### src/rtl/cc_pkg.sv
// Shared types and helpers for the LC-3 condition-code / PSR unit.
// Frames pack privilege, priority and NZP so a single LIFO entry restores the full status.
package cc_pkg;

  typedef logic [2:0] nzp_t;

  localparam nzp_t NZP_N     = 3'b100;
  localparam nzp_t NZP_Z     = 3'b010;
  localparam nzp_t NZP_P     = 3'b001;
  localparam nzp_t NZP_RESET = NZP_Z;

  typedef struct packed {
    logic       priv;
    logic [2:0] pri;
    nzp_t       nzp;
  } psr_frame_t;

  // Callers zero-extend their bus to 64 bits and pass its real width.
  // The sign bit is picked with a shift so any width up to 64 works.
  function automatic nzp_t classify_nzp(input logic [63:0] val, input int data_w);
    logic [63:0] shifted;
    shifted = val >> (data_w - 1);
    if (val == 64'd0)
      return NZP_Z;
    else if (shifted[0])
      return NZP_N;
    else
      return NZP_P;
  endfunction

endpackage

### src/rtl/psr_stack.sv
// Bounded LIFO of PSR frames used for interrupt entry and RTI.
// Illegal requests leave the stack untouched and raise err_pulse for one cycle.
module psr_stack
  import cc_pkg::*;
#(
  parameter int DEPTH = 4,
  parameter int CW    = $clog2(DEPTH + 1)
) (
  input  logic            Clk,
  input  logic            Reset,
  input  logic            push,
  input  logic            pop,
  input  psr_frame_t      din,
  output psr_frame_t      dout,
  output logic [CW-1:0]   count,
  output logic            full,
  output logic            empty,
  output logic            err_pulse
);

  localparam int IW = (DEPTH > 1) ? $clog2(DEPTH) : 1;

  psr_frame_t mem [DEPTH];
  logic       do_push;
  logic       do_pop;

  assign full      = (count == CW'(DEPTH));
  assign empty     = (count == '0);
  assign do_push   = push & ~pop & ~full;
  assign do_pop    = pop & ~push & ~empty;
  assign err_pulse = (push & pop) | (push & full) | (pop & empty);
  assign dout      = mem[IW'(count - CW'(1))];

  // Storage is intentionally not reset; entries at or above count are don't-care.
  always_ff @(posedge Clk) begin
    if (do_push)
      mem[IW'(count)] <= din;
  end

  always_ff @(posedge Clk) begin
    if (Reset)
      count <= '0;
    else if (do_push)
      count <= count + CW'(1);
    else if (do_pop)
      count <= count - CW'(1);
  end

endmodule

### src/rtl/cc_psr_unit.sv
// Condition codes, branch enable and processor status for the LC-3 datapath,
// with a PSR frame stack for interrupt entry and RTI.
module cc_psr_unit
  import cc_pkg::*;
#(
  parameter int DATA_W      = 16,
  parameter int STACK_DEPTH = 4,
  parameter int BEN_BYPASS  = 0
) (
  input  logic                               Clk,
  input  logic                               Reset,
  input  logic [DATA_W-1:0]                  DR_val,
  input  logic [15:0]                        IR,
  input  logic                               LD_CC,
  input  logic                               LD_BEN,
  input  logic                               Push,
  input  logic                               Pop,
  input  logic [2:0]                         Pri_In,
  input  logic                               Clr_Err,
  output logic [2:0]                         NZP_Val,
  output logic                               BEN_Val,
  output logic                               Priv,
  output logic [2:0]                         Pri,
  output logic [$clog2(STACK_DEPTH+1)-1:0]   Stack_Count,
  output logic                               Stack_Full,
  output logic                               Stack_Empty,
  output logic                               Stack_Err
);

  nzp_t       nzp_next;
  nzp_t       ben_src;
  logic       ben_next;
  logic       push_ok;
  logic       pop_ok;
  logic       err_pulse;
  psr_frame_t frame_in;
  psr_frame_t frame_top;
  logic       unused_ir;

  assign nzp_next  = classify_nzp(64'(DR_val), DATA_W);
  assign ben_src   = ((BEN_BYPASS != 0) && LD_CC) ? nzp_next : NZP_Val;
  assign ben_next  = |(IR[11:9] & ben_src);
  assign push_ok   = Push & ~Pop & ~Stack_Full;
  assign pop_ok    = Pop & ~Push & ~Stack_Empty;
  assign frame_in  = '{priv: Priv, pri: Pri, nzp: NZP_Val};
  assign unused_ir = &{1'b0, IR[15:12], IR[8:0]};

  psr_stack #(
    .DEPTH (STACK_DEPTH),
    .CW    ($clog2(STACK_DEPTH+1))
  ) u_stack (
    .Clk       (Clk),
    .Reset     (Reset),
    .push      (Push),
    .pop       (Pop),
    .din       (frame_in),
    .dout      (frame_top),
    .count     (Stack_Count),
    .full      (Stack_Full),
    .empty     (Stack_Empty),
    .err_pulse (err_pulse)
  );

  // A restored frame takes priority over a same-cycle condition-code load.
  always_ff @(posedge Clk) begin
    if (Reset) begin
      NZP_Val <= NZP_RESET;
      BEN_Val <= 1'b0;
      Priv    <= 1'b0;
      Pri     <= 3'd0;
    end else begin
      if (pop_ok)
        NZP_Val <= frame_top.nzp;
      else if (LD_CC)
        NZP_Val <= nzp_next;

      if (LD_BEN)
        BEN_Val <= ben_next;

      if (push_ok) begin
        Priv <= 1'b0;
        Pri  <= Pri_In;
      end else if (pop_ok) begin
        Priv <= frame_top.priv;
        Pri  <= frame_top.pri;
      end
    end
  end

  // A new error outranks a same-cycle clear.
  always_ff @(posedge Clk) begin
    if (Reset)
      Stack_Err <= 1'b0;
    else if (err_pulse)
      Stack_Err <= 1'b1;
    else if (Clr_Err)
      Stack_Err <= 1'b0;
  end

endmodule
### config.mk
export PLATFORM = sky130hd
export DESIGN_NAME = cc_psr_unit
export DESIGN_NICKNAME = d
export VERILOG_FILES = /design/src/rtl/cc_pkg.sv /design/src/rtl/psr_stack.sv /design/src/rtl/cc_psr_unit.sv
export SDC_FILE = /design/constraint.sdc
export NUM_CORES = 1
export LEC_CHECK = 0
export ABC_AREA = 1
export CAP_MARGIN = 5
export CORE_MARGIN = 1.5
export CORE_UTILIZATION = 44
export DETAILED_ROUTE_END_ITERATION = 12
export PLACE_DENSITY = 0.72
export RECOVER_POWER = 50
export SETUP_SLACK_MARGIN = 0.5
export SKIP_LAST_GASP = 1
export SLEW_MARGIN = 20
export SYNTH_ARGS = -nofsm -noshare
export SYNTH_HDL_FRONTEND = slang
export SYNTH_HIERARCHICAL = 1
export SYNTH_SLANG_ARGS = --single-unit
export TNS_END_PERCENT = 30
### constraint.sdc
create_clock -name Clk -period 3.15 [get_ports Clk]
set_clock_uncertainty 0.05 [all_clocks]
set_input_delay 0.63 -clock Clk [delete_from_list [all_inputs] [get_ports Clk]]
set_output_delay 0.63 -clock Clk [all_outputs]
set_load 0.05 [all_outputs]
---- Word level (Yosys, flattened, before mapping) ----
Memory sizes are Yosys's and may differ from the RTL's.
Index checks and enable logic that the tools add are counted.
word-level totals
  RAM bits ................................ 28
  output and inout port bits .............. 14
  memories ................................ 1
  logic and storage cells ................. 43
  flip-flop bits (word level) ............. 12
operators by class
  bitwise operators ....................... 14
  reduce and logical (&&, ||, !) cells .... 7
  eq/ne operators ......................... 1
  mux-type cells .......................... 12
  $add $sub $neg .......................... 2
memory list
  name         words  width  rd ports  clocked after Yosys merged registers in  write ports  RTL line         text
  u_stack.mem  4      7      1         0                                        1            psr_stack.sv:23  psr_frame_t mem [DEPTH];
operators with widths
  kind                 number
  $mux 3               8
  $logic_not 16->1     1
  $and 1x1->1          7
  $reduce_bool 2->1    3
  $mux 1               4
  $not 1->1            4
  $add 3x1->3 const B  1
  $and 3x3->3          1
  $eq 3x3->1 const B   1
  $logic_not 3->1      1
  $reduce_or 3->1      1
  $sub 3x1->3 const B  1
  $or 1x1->1           2
  $reduce_or 2->1      1

---- Depth between registers and ports, before layout ----
  word-level depth ........................ 5
  mapped depth ............................ 12
  depth with buffers taken out ............ 11

---- Modules after synthesis ----
Netlist, hierarchy kept.
modules (own cells, without submodules)
  module       times used  cells an instance  area each (um^2)
  psr_stack    1           123                1373.8
  cc_psr_unit  1           78                 530.5

---- Worst setup path after synthesis ----
Ideal clock, no wire load.
  path type ............................... register to register
  start ................................... register u_stack.count[0]
  end ..................................... register NZP_Val[2]
  stages on the path, launching flop included .. 12
  setup time .............................. 115 ps
  required time ........................... 2985 ps
  arrival time ............................ 2181 ps
  setup slack ............................. 804 ps
  cell sequence ........................... dfxtp_1 > inv_2 > buf_6 > ha_1 > nand2_2 > inv_1 > inv_1 > nand3_4 > nand2_1 > nor2_1 > o21ai_0 > inv_1
on the way
  word-level cells in the longest chain between the ends .. 4
RTL lines
  element                                      RTL line           text
  start, declared                              psr_stack.sv:15    output logic [CW-1:0] count,
  start signal, assigned                       psr_stack.sv:44    count <= count + CW'(1);
  start signal, assigned                       psr_stack.sv:46    count <= count - CW'(1);
  $logic_not 3->1 (*)                          psr_stack.sv:28    assign empty = (count == '0);
  via Stack_Empty                              cc_psr_unit.sv:26  output logic Stack_Empty,
  $not 1->1 (*)                                cc_psr_unit.sv:44  assign pop_ok = Pop & ~Push & ~Stack_Empty;
  $and 1x1->1 (*)                              cc_psr_unit.sv:44
  $mux 3 or $reduce_bool 2->1 (tied branches)  -
  end signal, assigned                         cc_psr_unit.sv:73  NZP_Val <= frame_top.nzp;
  end signal, assigned                         cc_psr_unit.sv:75  NZP_Val <= nzp_next;
  end, declared                                cc_psr_unit.sv:20  output logic [2:0] NZP_Val,
Mark *: on every way through the listed nets, which the timed path passes. The rest lies on a longest branch.
A chain may end at the register's enable or synchronous reset.

---- Final worst setup path ----
  start ................................... register u_stack.count[0]
  end ..................................... output Stack_Full
on the way
  word-level cells in the longest chain between the ends .. 1
RTL lines
  element        RTL line           text
  $eq 3x3->1     psr_stack.sv:27    assign full = (count == CW'(DEPTH));
  end, declared  cc_psr_unit.sv:25  output logic Stack_Full,
Every way passes these cells.

==> out/results.tsv <==
metric	value	unit
hold path start	Stack_Err	
initial DRC count	56	
Max-Cap Viols	0	
Critical Path RT	2.47	ns
Site Rows	23	
die width	68.8	um
DRC	0	
grt ovf	0	
critical path class	flip-flop to output port	
post-route ant nets	0	
clk sinks	40	
Vias/cell	5.00	
leakage	0.990	nW
CTS tree	built	
WHS Path Cells	2	
area grow syn2layout	30.6	%
Seq cells post-synth	40	
worst reg2reg path depth	5	
final setup vio count	0	
routability cong.	0.789	
# hold bufs at CTS	0	
H-tree depth	2	
Initial Util	46.6	%
min Tclk post-route	2.53	ns
nature of the critical path endpoint	output port	
Netlist cell types	26	
TritonCTS Buffers	5	
design area	2490	um^2
count of input and output buffers	42	
clk buf depth	2	
Final nets	299	
layout cells sized above 1	11.1	%
drt pass-1 iters	4	
Root Driver	clkbuf_8	
wire per inst	13.4	um
io pins	56	
global-route total usage across every layer	20.1	%
drt total wl	4050	um
met2 Track Usage GR	32.7	%
Hold Vio Cnt, Final	0	
met1 usage	25.9	%
Avg Inst Size Synth	9.47	um^2
first-pass GRT wire length	6620	um
number of flops mapped to enable cells by yosys	28	
setup_tns	0	ns
Critical Path Start Type	flip-flop	
Max Fclk	0.395	GHz
fin. max-slew vios	0	
detailed placer's ending HPWL	2750	um
Most used DFF post-synth	edfxtp_1	
Ys Warns	6	
Synthesized Nets	248	
status	finished, final reports clean	
Mapped Cells	201	
headroom to the max-slew limit	57.8	%
via count	1516	
dpl cell area	2400	um^2
post-synthesis async set-or-reset flop share	0	%
worst-path fanout max	18	
largest net degree at the start of global routing	19	
n_diodes	0	
GR peak layer	met2	
Clock Latency Late Sink	0.30	ns
crit path DAT	1.85	ns
core area	4090	um^2
Worst-path clk slew	0.07	ns
vias in the first global route	1397	
Critical Path Source	u_stack/count[0]	
post-CTS setup buffer count	0	
met3 usage	5.84	%
Cell Pwr Density	568	nW/um^2
Worst Hold End	Stack_Err	
unrepaired setup endpoints after global routing	true	
Worst R2R End	u_stack/mem[1][4]	
reg-to-reg slack, setup	1.01	ns
Hold Path Class	flip-flop to flip-flop	
die height	68.8	um
Post-Syn Area	1900	um^2
VDD IR-drop max	0.372	mV
worst hold slack	0.461	ns
initial antenna violation count	0	
final cycle utilization of the critical path	80.4	%
FF-to-FF Start	u_stack/count[1]	
Worst Tran Pin Value	0.631	ns
die footprint	4730	um^2
sequential fraction of the synthesis area	56.8	%
per-stage QoR:
| step | power [mW] | utilization (%) | setup WS (ns) | instances |
|---|---|---|---|---|
| 2_1_floorplan | 0.888 | - | 0.804 | 201 |
| 3_3_place_gp | 1.01 | 58.7 | 0.639 | 295 |
| 3_5_place_dp | 1.02 | 58.7 | 0.629 | 295 |
| 4_1_cts | 1.43 | 61.3 | 0.341 | 303 |
| 5_1_grt | 1.49 | 60.9 | 0.454 | 303 |
| 6_report | 1.41 | 60.9 | 0.617 | 303 |
worst max-delay path: stages, from the launching register on:
cell and delay [ns]:
dfxtp_1 0.32, inv_2 0.24, ha_1 0.26, nand2_2 0.09, inv_1 0.11, dlygate4sd2_1 0.53
placed cells by master, fill, tap and decap left out:
cell type,n
edfxtp_1,28
ha_1,5
nand3_1,5
dlygate4sd2_1,1
o21ai_1,4
o21ai_0,16
clkinv_1,1
o22ai_1,7
nand2_2,6
bufinv_16,1
nor3b_2,3
nand2_4,1
nor2_2,1
clkdlybuf4s50_1,38
clkinv_2,1
nand2_1,31
nand3b_1,3
a21oi_2,1
a41oi_1,1
a21oi_1,3
nor2_1,43
inv_1,17
inv_2,5
nand4_1,3
dfxtp_1,12
inv_4,1
clkbuf_8,5
and3_1,1
dlygate4sd3_1,2
buf_4,2
nand3_4,1
dlymetal6s2s_1,1
clkbuf_1,3
logic make-up after synthesis:
kind of cell / synth area share (%)
simple gates: 24.8
flops: 56.8
compound gates: 9.26
buf+inv: 5.85
fa+ha+maj: 3.29
cells in the mapped netlist (all sizes together), types with 2 or more instances:
library cell / number / share of area, %
nand2: 38 / 8.7
nand3: 6 / 2.9
inv: 23 / 4.7
nor3b: 3 / 2.0
edfxtp: 28 / 44
buf: 2 / 0.99
a21oi: 4 / 1.2
o22ai: 7 / 2.3
o21ai: 20 / 5.3
nand3b: 3 / 1.2
dfxtp: 12 / 13
nor2: 44 / 8.8
ha: 5 / 3.3
nand4: 3 / 0.99
layout make-up:
class	instances	area, um^2
Sequential cell	40	1080
Clock buffer	6	72.6
Inverter	24	92.6
Timing Repair Buffer	46	444
Fill cell	379	1600
Multi-Input combinational cell	135	699
Clock inverter	2	35.0
Tap cell	50	62.6
routing by layer:
metal  vias to the layer above  routed length (um)
met5                         -                   0
met1                       696                1920
met2                        40                1920
met4                         0                  53
met3                         6                 156
li1                        774                   -
worst max path at each step:
stage	endpoint	slack, ns	depth (start not counted)
finish	Stack_Full	0.62	5
global placement	Stack_Full	0.64	5
CTS	Stack_Empty	0.34	5
global route	Stack_Full	0.45	5
floorplan	NZP_Val[2]	0.80	11
detailed placement	Stack_Full	0.63	5
flip-flops by register name, indices dropped and copies added, names as in the netlist:
name,count
Stack_Err,1
Priv,1
u_stack/count,3
NZP_Val,3
u_stack/mem,28
Pri,3
BEN_Val,1
where the power goes:
group | switching (mW) | total, mW | internal (mW) | leakage (nW)
clock network | 0.173 | 0.408 | 0.235 | 0.0552
logic | 0.240 | 0.379 | 0.139 | 0.577
registers | 0.0254 | 0.626 | 0.601 | 0.358
timing repair:
item / CTS / global route
endpoints found under the setup margin: 2 / 2
resized for setup: 1 / 1
pin swaps: 0 / 0
hold endpoints to repair: 0 / 0
Note: power is estimated with default switching activity, not from simulation.
